### src/rtl/uart_tx_arbiter.sv
// Round-robin arbiter sharing one UART 8N1 transmitter between two byte requesters.
// The bit period is chosen per frame from baud_rate, which is latched at accept.
module uart_tx_arbiter #(
  parameter int DIV48 = 7500,
  parameter int CNT_W = 13
) (
  input  logic       clk,
  input  logic       resetn,
  input  logic [1:0] baud_rate,
  input  logic [7:0] s0_data,
  input  logic       s0_valid,
  output logic       s0_ready,
  input  logic [7:0] s1_data,
  input  logic       s1_valid,
  output logic       s1_ready,
  output logic       tx,
  output logic       busy,
  output logic       grant,
  output logic       frame_done
);

  typedef enum logic [1:0] {
    S_IDLE  = 2'd0,
    S_START = 2'd1,
    S_DATA  = 2'd2,
    S_STOP  = 2'd3
  } state_t;

  localparam logic [CNT_W-1:0] C_DIV48 = CNT_W'(DIV48);
  localparam logic [CNT_W-1:0] C_ONE   = CNT_W'(1);
  localparam logic [CNT_W-1:0] C_ZERO  = {CNT_W{1'b0}};

  state_t           r_state;
  logic [CNT_W-1:0] r_cnt;
  logic [CNT_W-1:0] r_div;
  logic [2:0]       r_bit;
  logic [7:0]       r_shift;
  logic             r_tx;
  logic             r_busy;
  logic             r_grant;
  logic             r_frame_done;

  state_t           w_state_nxt;
  logic [CNT_W-1:0] w_cnt_nxt;
  logic [CNT_W-1:0] w_div_nxt;
  logic [CNT_W-1:0] w_div_sel;
  logic [2:0]       w_bit_nxt;
  logic [7:0]       w_shift_nxt;
  logic             w_tx_nxt;
  logic             w_grant_nxt;
  logic             w_rdy0;
  logic             w_rdy1;
  logic             w_last;
  logic             w_fd_nxt;
  logic             w_busy_nxt;

  assign w_div_sel = C_DIV48 >> baud_rate;
  assign w_last    = (r_cnt == (r_div - C_ONE));

  // Round-robin arbitration: on contention the port that did not own the last frame wins.
  always_comb begin
    w_rdy0 = 1'b0;
    w_rdy1 = 1'b0;
    if (r_state == S_IDLE) begin
      if (s0_valid && s1_valid) begin
        if (r_grant) begin
          w_rdy0 = 1'b1;
        end else begin
          w_rdy1 = 1'b1;
        end
      end else if (s0_valid) begin
        w_rdy0 = 1'b1;
      end else if (s1_valid) begin
        w_rdy1 = 1'b1;
      end else begin
        w_rdy0 = 1'b0;
        w_rdy1 = 1'b0;
      end
    end else begin
      w_rdy0 = 1'b0;
      w_rdy1 = 1'b0;
    end
  end

  // Frame sequencer next-state logic; the shift register walks the byte LSB first.
  always_comb begin
    w_state_nxt = r_state;
    w_cnt_nxt   = r_cnt;
    w_div_nxt   = r_div;
    w_bit_nxt   = r_bit;
    w_shift_nxt = r_shift;
    w_tx_nxt    = r_tx;
    w_grant_nxt = r_grant;
    case (r_state)
      S_IDLE: begin
        w_tx_nxt  = 1'b1;
        w_cnt_nxt = C_ZERO;
        w_bit_nxt = 3'd0;
        if (w_rdy0) begin
          w_shift_nxt = s0_data;
          w_grant_nxt = 1'b0;
          w_div_nxt   = w_div_sel;
          w_state_nxt = S_START;
          w_tx_nxt    = 1'b0;
        end else if (w_rdy1) begin
          w_shift_nxt = s1_data;
          w_grant_nxt = 1'b1;
          w_div_nxt   = w_div_sel;
          w_state_nxt = S_START;
          w_tx_nxt    = 1'b0;
        end else begin
          w_state_nxt = S_IDLE;
        end
      end
      S_START: begin
        if (w_last) begin
          w_cnt_nxt   = C_ZERO;
          w_state_nxt = S_DATA;
          w_tx_nxt    = r_shift[0];
        end else begin
          w_cnt_nxt = r_cnt + C_ONE;
        end
      end
      S_DATA: begin
        if (w_last) begin
          w_cnt_nxt = C_ZERO;
          if (r_bit == 3'd7) begin
            w_state_nxt = S_STOP;
            w_tx_nxt    = 1'b1;
          end else begin
            w_bit_nxt   = r_bit + 3'd1;
            w_shift_nxt = {1'b0, r_shift[7:1]};
            w_tx_nxt    = r_shift[1];
          end
        end else begin
          w_cnt_nxt = r_cnt + C_ONE;
        end
      end
      S_STOP: begin
        w_tx_nxt = 1'b1;
        if (w_last) begin
          w_cnt_nxt   = C_ZERO;
          w_state_nxt = S_IDLE;
        end else begin
          w_cnt_nxt = r_cnt + C_ONE;
        end
      end
      default: begin
        w_state_nxt = S_IDLE;
        w_cnt_nxt   = C_ZERO;
        w_tx_nxt    = 1'b1;
      end
    endcase
  end

  // frame_done and busy are computed one cycle ahead so both leave the block registered.
  assign w_fd_nxt   = (w_state_nxt == S_STOP) && (w_cnt_nxt == (w_div_nxt - C_ONE));
  assign w_busy_nxt = (w_state_nxt != S_IDLE);

  // State and output registers.
  always_ff @(posedge clk or negedge resetn) begin
    if (!resetn) begin
      r_state      <= S_IDLE;
      r_cnt        <= C_ZERO;
      r_div        <= C_ZERO;
      r_bit        <= 3'd0;
      r_shift      <= 8'd0;
      r_tx         <= 1'b1;
      r_busy       <= 1'b0;
      r_grant      <= 1'b1;
      r_frame_done <= 1'b0;
    end else begin
      r_state      <= w_state_nxt;
      r_cnt        <= w_cnt_nxt;
      r_div        <= w_div_nxt;
      r_bit        <= w_bit_nxt;
      r_shift      <= w_shift_nxt;
      r_tx         <= w_tx_nxt;
      r_busy       <= w_busy_nxt;
      r_grant      <= w_grant_nxt;
      r_frame_done <= w_fd_nxt;
    end
  end

  assign s0_ready   = w_rdy0;
  assign s1_ready   = w_rdy1;
  assign tx         = r_tx;
  assign busy       = r_busy;
  assign grant      = r_grant;
  assign frame_done = r_frame_done;

endmodule
### config.mk
export PLATFORM = sky130hd
export DESIGN_NAME = uart_tx_arbiter
export DESIGN_NICKNAME = d
export VERILOG_FILES = /design/src/rtl/uart_tx_arbiter.sv
export SDC_FILE = /design/constraint.sdc
export NUM_CORES = 1
export LEC_CHECK = 0
export CORE_MARGIN = 2
export CORE_UTILIZATION = 40
export DETAILED_ROUTE_END_ITERATION = 8
export GPL_ROUTABILITY_DRIVEN = 0
export GPL_TIMING_DRIVEN = 1
export PLACE_DENSITY = 0.64
export SLEW_MARGIN = 20
export SYNTH_ARGS = -nofsm -noshare
export SYNTH_HDL_FRONTEND = slang
export SYNTH_SLANG_ARGS = --single-unit
### constraint.sdc
create_clock -name clk -period 4.9 [get_ports clk]
set_clock_uncertainty 0.2 [all_clocks]
set_input_delay 0.735 -clock clk [delete_from_list [all_inputs] [get_ports clk]]
set_output_delay 0.735 -clock clk [all_outputs]
set_load 0.01 [all_outputs]
# [After elaboration in Yosys (flattened, before gate mapping)]
# Cells that the tools add are included.
[word_totals] in_bits=22 elab_cells=73 output_inout_bits=6 ff_bits=43
[classes] reduce_logical=11 shifts=1 n_mux=37 eq_ne=11 n_addsub=4
[ops] operator="$mux 13" count=4
[ops] operator="$mux 8" count=4
[ops] operator="$eq 13x13->1" count=2
[ops] operator="$pmux 13 s2" count=1
[ops] operator="$sub 13x1->13 const B" count=2
[ops] operator="$mux 1" count=18
[ops] operator="$pmux 8 s2" count=1
[ops] operator="$add 13x1->13 const B" count=1
[ops] operator="$shr 13x2->13 const A" count=1
[ops] operator="$mux 2" count=4
[ops] operator="$pmux 2 s4" count=1
[ops] operator="$eq 2x2->1 const B" count=3
[ops] operator="$mux 3" count=2
[ops] operator="$ne 2x2->1 const B" count=3
[ops] operator="$pmux 3 s2" count=1
[ops] operator="$reduce_bool 2->1" count=3
[ops] operator="$pmux 1 s4" count=1
[ops] operator="$reduce_and 2->1" count=2
[ops] operator="$reduce_and 4->1" count=1
[ops] operator="$add 3x1->3 const B" count=1
[ops] operator="$eq 3x3->1 const B" count=1
[ops] operator="$ne 3x3->1 const B" count=1
[ops] operator="$reduce_and 3->1" count=1
[ops] operator="$reduce_or 3->1" count=1
[ops] operator="other kinds (3)" count=4

# [Depth between registers and ports, before layout]
[depth] depth_word=10 mapped_depth=16 depth_no_buf=14

# [Least setup slack after synthesis]
# No wires, ideal clock.
[synth_path] path_type="input -> register" start="in s0_valid" end="reg r_frame_done (netlist: frame_done)" n_path_buf=2 arrival_time_ps=3845 setup_time_ps=68 cell_stages=16 required_time_ps=4632 setup_slack_ps=787 cell_sequence="or2_1 -> clkbuf_1 -> nand2_1 -> clkbuf_1 -> nand2_1 -> and2_1 -> ha_1 -> nand3_1 -> or3_1 -> o32ai_1 -> xnor2_1 -> and4b_1 -> o2111ai_1 -> a211o_1 -> a211oi_2 -> and4_1"
[synth_between] elab_chain_cells=9 elab_cells_between_ends=17 classes_between="add/sub (1); eq/ne (2); mux (12); reduce/logical (2)"
[synth_lines] item="from (decl)" line_no="11" text="input logic s0_valid,"
[synth_lines] item="$mux 1 / $logic_and 1x1->1 (equally long branches)" line_no="71, 65"
[synth_lines] item="$mux 1" line_no="65" text="if (s0_valid && s1_valid) begin"
[synth_lines] item="$mux 1" line_no="64" text="if (r_state == S_IDLE) begin"
[synth_lines] item="$mux 13" line_no="105" text="end else if (w_rdy1) begin"
[synth_lines] item="$mux 13" line_no="99" text="if (w_rdy0) begin"
[synth_lines] item="$mux 13" line_no="94" text="case (r_state)"
[synth_lines] item="$sub 13x1->13" line_no="157" text="assign w_fd_nxt = (w_state_nxt == S_STOP) && (w_cnt_nxt == (w_div_nxt - C_ONE));"
[synth_lines] item="$eq 13x13->1" line_no="157"
[synth_lines] item="$logic_and 1x1->1 (*)" line_no="157"
[synth_lines] item="named net w_fd_nxt" line_no="54" text="logic w_fd_nxt;"
[synth_lines] item="to (signal assigned)" line_no="181" text="r_frame_done <= w_fd_nxt;"
[synth_lines] item="to (decl)" line_no="41" text="logic r_frame_done;"
# The timed path passes the listed nets; every way through them passes the cells marked *.
# A chain may end at the register's enable or synchronous reset.

# [Worst setup path after layout]
[layout_path] start="in baud_rate[0]" end="reg r_frame_done (netlist: frame_done)"
[layout_between] elab_chain_cells=7
[layout_lines] item="from (decl)" line_no="9" text="input logic [1:0] baud_rate,"
[layout_lines] item="$shr 13x2->13 (*)" line_no="57" text="assign w_div_sel = C_DIV48 >> baud_rate;"
[layout_lines] item="$mux 13" line_no="105"
[layout_lines] item="$mux 13 (*)" line_no="99"
[layout_lines] item="$mux 13 (*)" line_no="94"
[layout_lines] item="$sub 13x1->13 (*)" line_no="157"
[layout_lines] item="$eq 13x13->1 (*)" line_no="157"
[layout_lines] item="$logic_and 1x1->1 (*)" line_no="157"
[layout_lines] item="named net w_fd_nxt" line_no="54"
# Marks and branches as above.

==> impl_metrics.env <==
export IMPL_clock_tree_buffer_depth=2
export IMPL_layout_nets=406
export IMPL_die_area_um2=8537
export IMPL_synth_common_cells="dfrtp_1, nand2_1, nor2_1"
export IMPL_chipHeight_um=92.40
export IMPL_cap_violations=0
export IMPL_cts_resized=0
export IMPL_drive_gt1_share_pct=8.267
export IMPL_dr_pass1_iters=5
export IMPL_ys_warn_count=0
export IMPL_synth_top_cell_by_area="dfrtp_1"
export IMPL_syn_avg_cell_area_um2=8.879
export IMPL_cts_max_level=2
export IMPL_routed_via_density=5.805
export IMPL_die_w_um=92.40
export IMPL_synthesis_area_um2=3125
export IMPL_fmax_ghz=0.2121
export IMPL_crit_top_cell="ha_1"
export IMPL_finalInstanceArea_um2=3558
export IMPL_cp_max_fo=6
export IMPL_min_period_ns=4.714
export IMPL_hold_path_class="in2async"
export IMPL_grt_usage_pct=19.46
export IMPL_wl_per_cell_um=16.36
export IMPL_cts_root_buffer="clkbuf_8"
export IMPL_criticalPathCategory="in2reg"
export IMPL_p_per_area_nw_per_um2=171.5
export IMPL_first_global_vias=2709
export IMPL_layout_setup_ws_ns=0.1858
export IMPL_path_clk_slew_ns=0.08
export IMPL_num_io_pins=28
export IMPL_cts_tree="yes"
export IMPL_port_buffers=27
export IMPL_finalSetupViolCount=0
export IMPL_drtIter0Drc=243
export IMPL_rsz0062_at_grt="false"
export IMPL_drt_total_wl_um=7803
export IMPL_path_cells="clkdlybuf4s50_1, inv_1, ha_1, and3_1, a21oi_1, ha_1, nand3_1, or3_1, o32ai_1, xnor2_1, and4b_1, o2111ai_1, a211o_1, a211oi_2, and4_1"
export IMPL_grt_pass1_wl_um=13330
export IMPL_cts_setup_buffers=0
export IMPL_ant_nets=0
export IMPL_async_flop_share_pct=100.0
export IMPL_cpLargestDelayFamily="compound AO/OA/AOI/OAI gates"
export IMPL_drc=0
export IMPL_crit_required_ns=4.93
export IMPL_yosysSeqAreaShare_pct=34.51
export IMPL_p_total_mw=0.6102
export IMPL_synthCells=352
export IMPL_cts_buffers_inserted=5
export IMPL_synth_cell_type_count=64
export IMPL_path_buf_inv=2
export IMPL_ys_flop_type="dfrtp_1"
export IMPL_relSlewSlack_pct=37.65
export IMPL_antenna_found_initial=0
export IMPL_cp_end_kind="register"
export IMPL_start_util_pct=40.87
export IMPL_place_ws_ns=-0.03403
export IMPL_crit_path_start_kind="primary input"
export IMPL_holdBufCountCts=0
export IMPL_final_max_slew_viol_count=0
export IMPL_synth_top_cell_area_share_pct=32.83
export IMPL_synth_area_leaders="dfrtp_1, xnor2_1, xor2_1"
export IMPL_outcome="complete, no violations"
export IMPL_rows=32
export IMPL_final_hold_viol_count=0
export IMPL_synth_edf_count=0
export IMPL_leakage_nw=1.664
export IMPL_slowest_delay_ns=0.60
export IMPL_worstSkewPairLatency_ns=0.29
export IMPL_place_area_um2=3475
export IMPL_ir_drop_uv=110.7
export IMPL_grt_max_degree=44
export IMPL_worstMarginPinSlew_ns=0.9333
export IMPL_dr_total_vias=2769
export IMPL_synthesis_nets=384
export IMPL_synthMostInstantiatedCell="dfrtp_1"
export IMPL_overflow=0
export IMPL_syn_to_final_growth_pct=13.85
export IMPL_synth_seq_cells=43
export IMPL_cts_sinks=43
export IMPL_n_antenna_cell=0
export IMPL_period_share_pct=96.21
export IMPL_crit_arrival_ns=4.74
export IMPL_critical_path_slowest_cell="clkdlybuf4s50_1"
export IMPL_core_um2=7647
export IMPL_dp_final_hpwl_um=5946
## per-layer routing
metal  GRT usage, %  vias to the layer above  share of wire (%)
met5              0                        -                  0
met4          7.090                        0                2.1
met3          2.848                       19                6.3
met2          31.69                      139                 47
met1          26.29                     1311                 44
li1               -                     1300                  -
## where the power goes
part	switching, mW	leakage [nW]	internal [mW]
clock	0.118	0.0422	0.100
sequential	0	0.564	0.355
combinational	0.0176	1.06	0.0202
## kinds of logic after synthesis
| group | count (synthesis) | share of synthesized area (%) |
|---|---|---|
| muxes | 19 | 6.605 |
| buffers and inverters | 30 | 3.923 |
| DFF | 43 | 34.51 |
| xor gates and xnor gates | 41 | 11.49 |
| and+or+nand+nor | 130 | 21.50 |
| AOI/OAI and AO/OA | 79 | 17.97 |
| adders and majority gates | 10 | 4.003 |
## sequential cells by signal, indices dropped and copies added, names as in the netlist
signal,cells
tx,1
frame_done,1
r_cnt,13
r_bit,3
grant,1
r_div,13
r_shift,8
busy,1
r_state,2
## stage by stage
| step | TNS [ns] | utilization (%) | hold WS [ns] | instances |
|---|---|---|---|---|
| floorplan | 0 | - | 0.2394 | 352 |
| global placement | 0 | 45.44 | 0.2693 | 469 |
| detailed placement | -0.03403 | 45.44 | 0.2775 | 469 |
| CTS | 0 | 46.50 | 0.2964 | 477 |
| global route | 0 | 46.53 | 0.2715 | 477 |
| finish | 0 | 46.53 | 0.2233 | 477 |
## worst reg2reg max path, cell delays in order, from the launching register on
cell       delay [ns]
dfrtp_1          0.53
nor2_1           0.16
buf_4            0.20
nand2_1          0.16
nand2_1          0.12
and2_1           0.17
ha_1             0.26
nand3_1          0.14
or3_1            0.40
o32ai_1          0.53
xnor2_1          0.24
and4b_1          0.25
o2111ai_1        0.11
a211o_1          0.31
a211oi_2         0.14
and4_1           0.20
## area by class of cell
cell class | count | area, µm²
flip-flops and latches | 43 | 1079
repair buffers | 30 | 290.3
inverters | 15 | 56.30
fillers | 700 | 4089
multi-input cells | 279 | 1924
clock buffers | 7 | 76.32
well taps | 102 | 127.6
clock inverters | 1 | 5.005
## path summary, 6_finish.rpt
kind | start | endpoint | slack [ns] | cells past startpoint
max | baud_rate[0] | frame_done | 0.19 | 15
min | resetn | r_cnt[2] | 0.22 | 1
max reg2reg | r_state[1] | frame_done | 0.71 | 15
min reg2reg | r_shift[4] | r_shift[4] | 0.29 | 1
max in group asynchronous | resetn | tx | 3.89 | 1
min in group clk | r_shift[4] | r_shift[4] | 0.29 | 1
## cell usage in the layout (no fill, tap or decap), types with 7 or more instances in the layout
cell,count
and3_1,7
mux2i_1,9
o21ai_0,17
xnor2_1,25
clkdlybuf4s50_1,26
a21oi_1,16
nor2_1,30
dfrtp_1,41
ha_1,10
nand3_1,10
xor2_1,16
nand2_1,37
inv_1,15
Power figures use the tool's default switching activity.
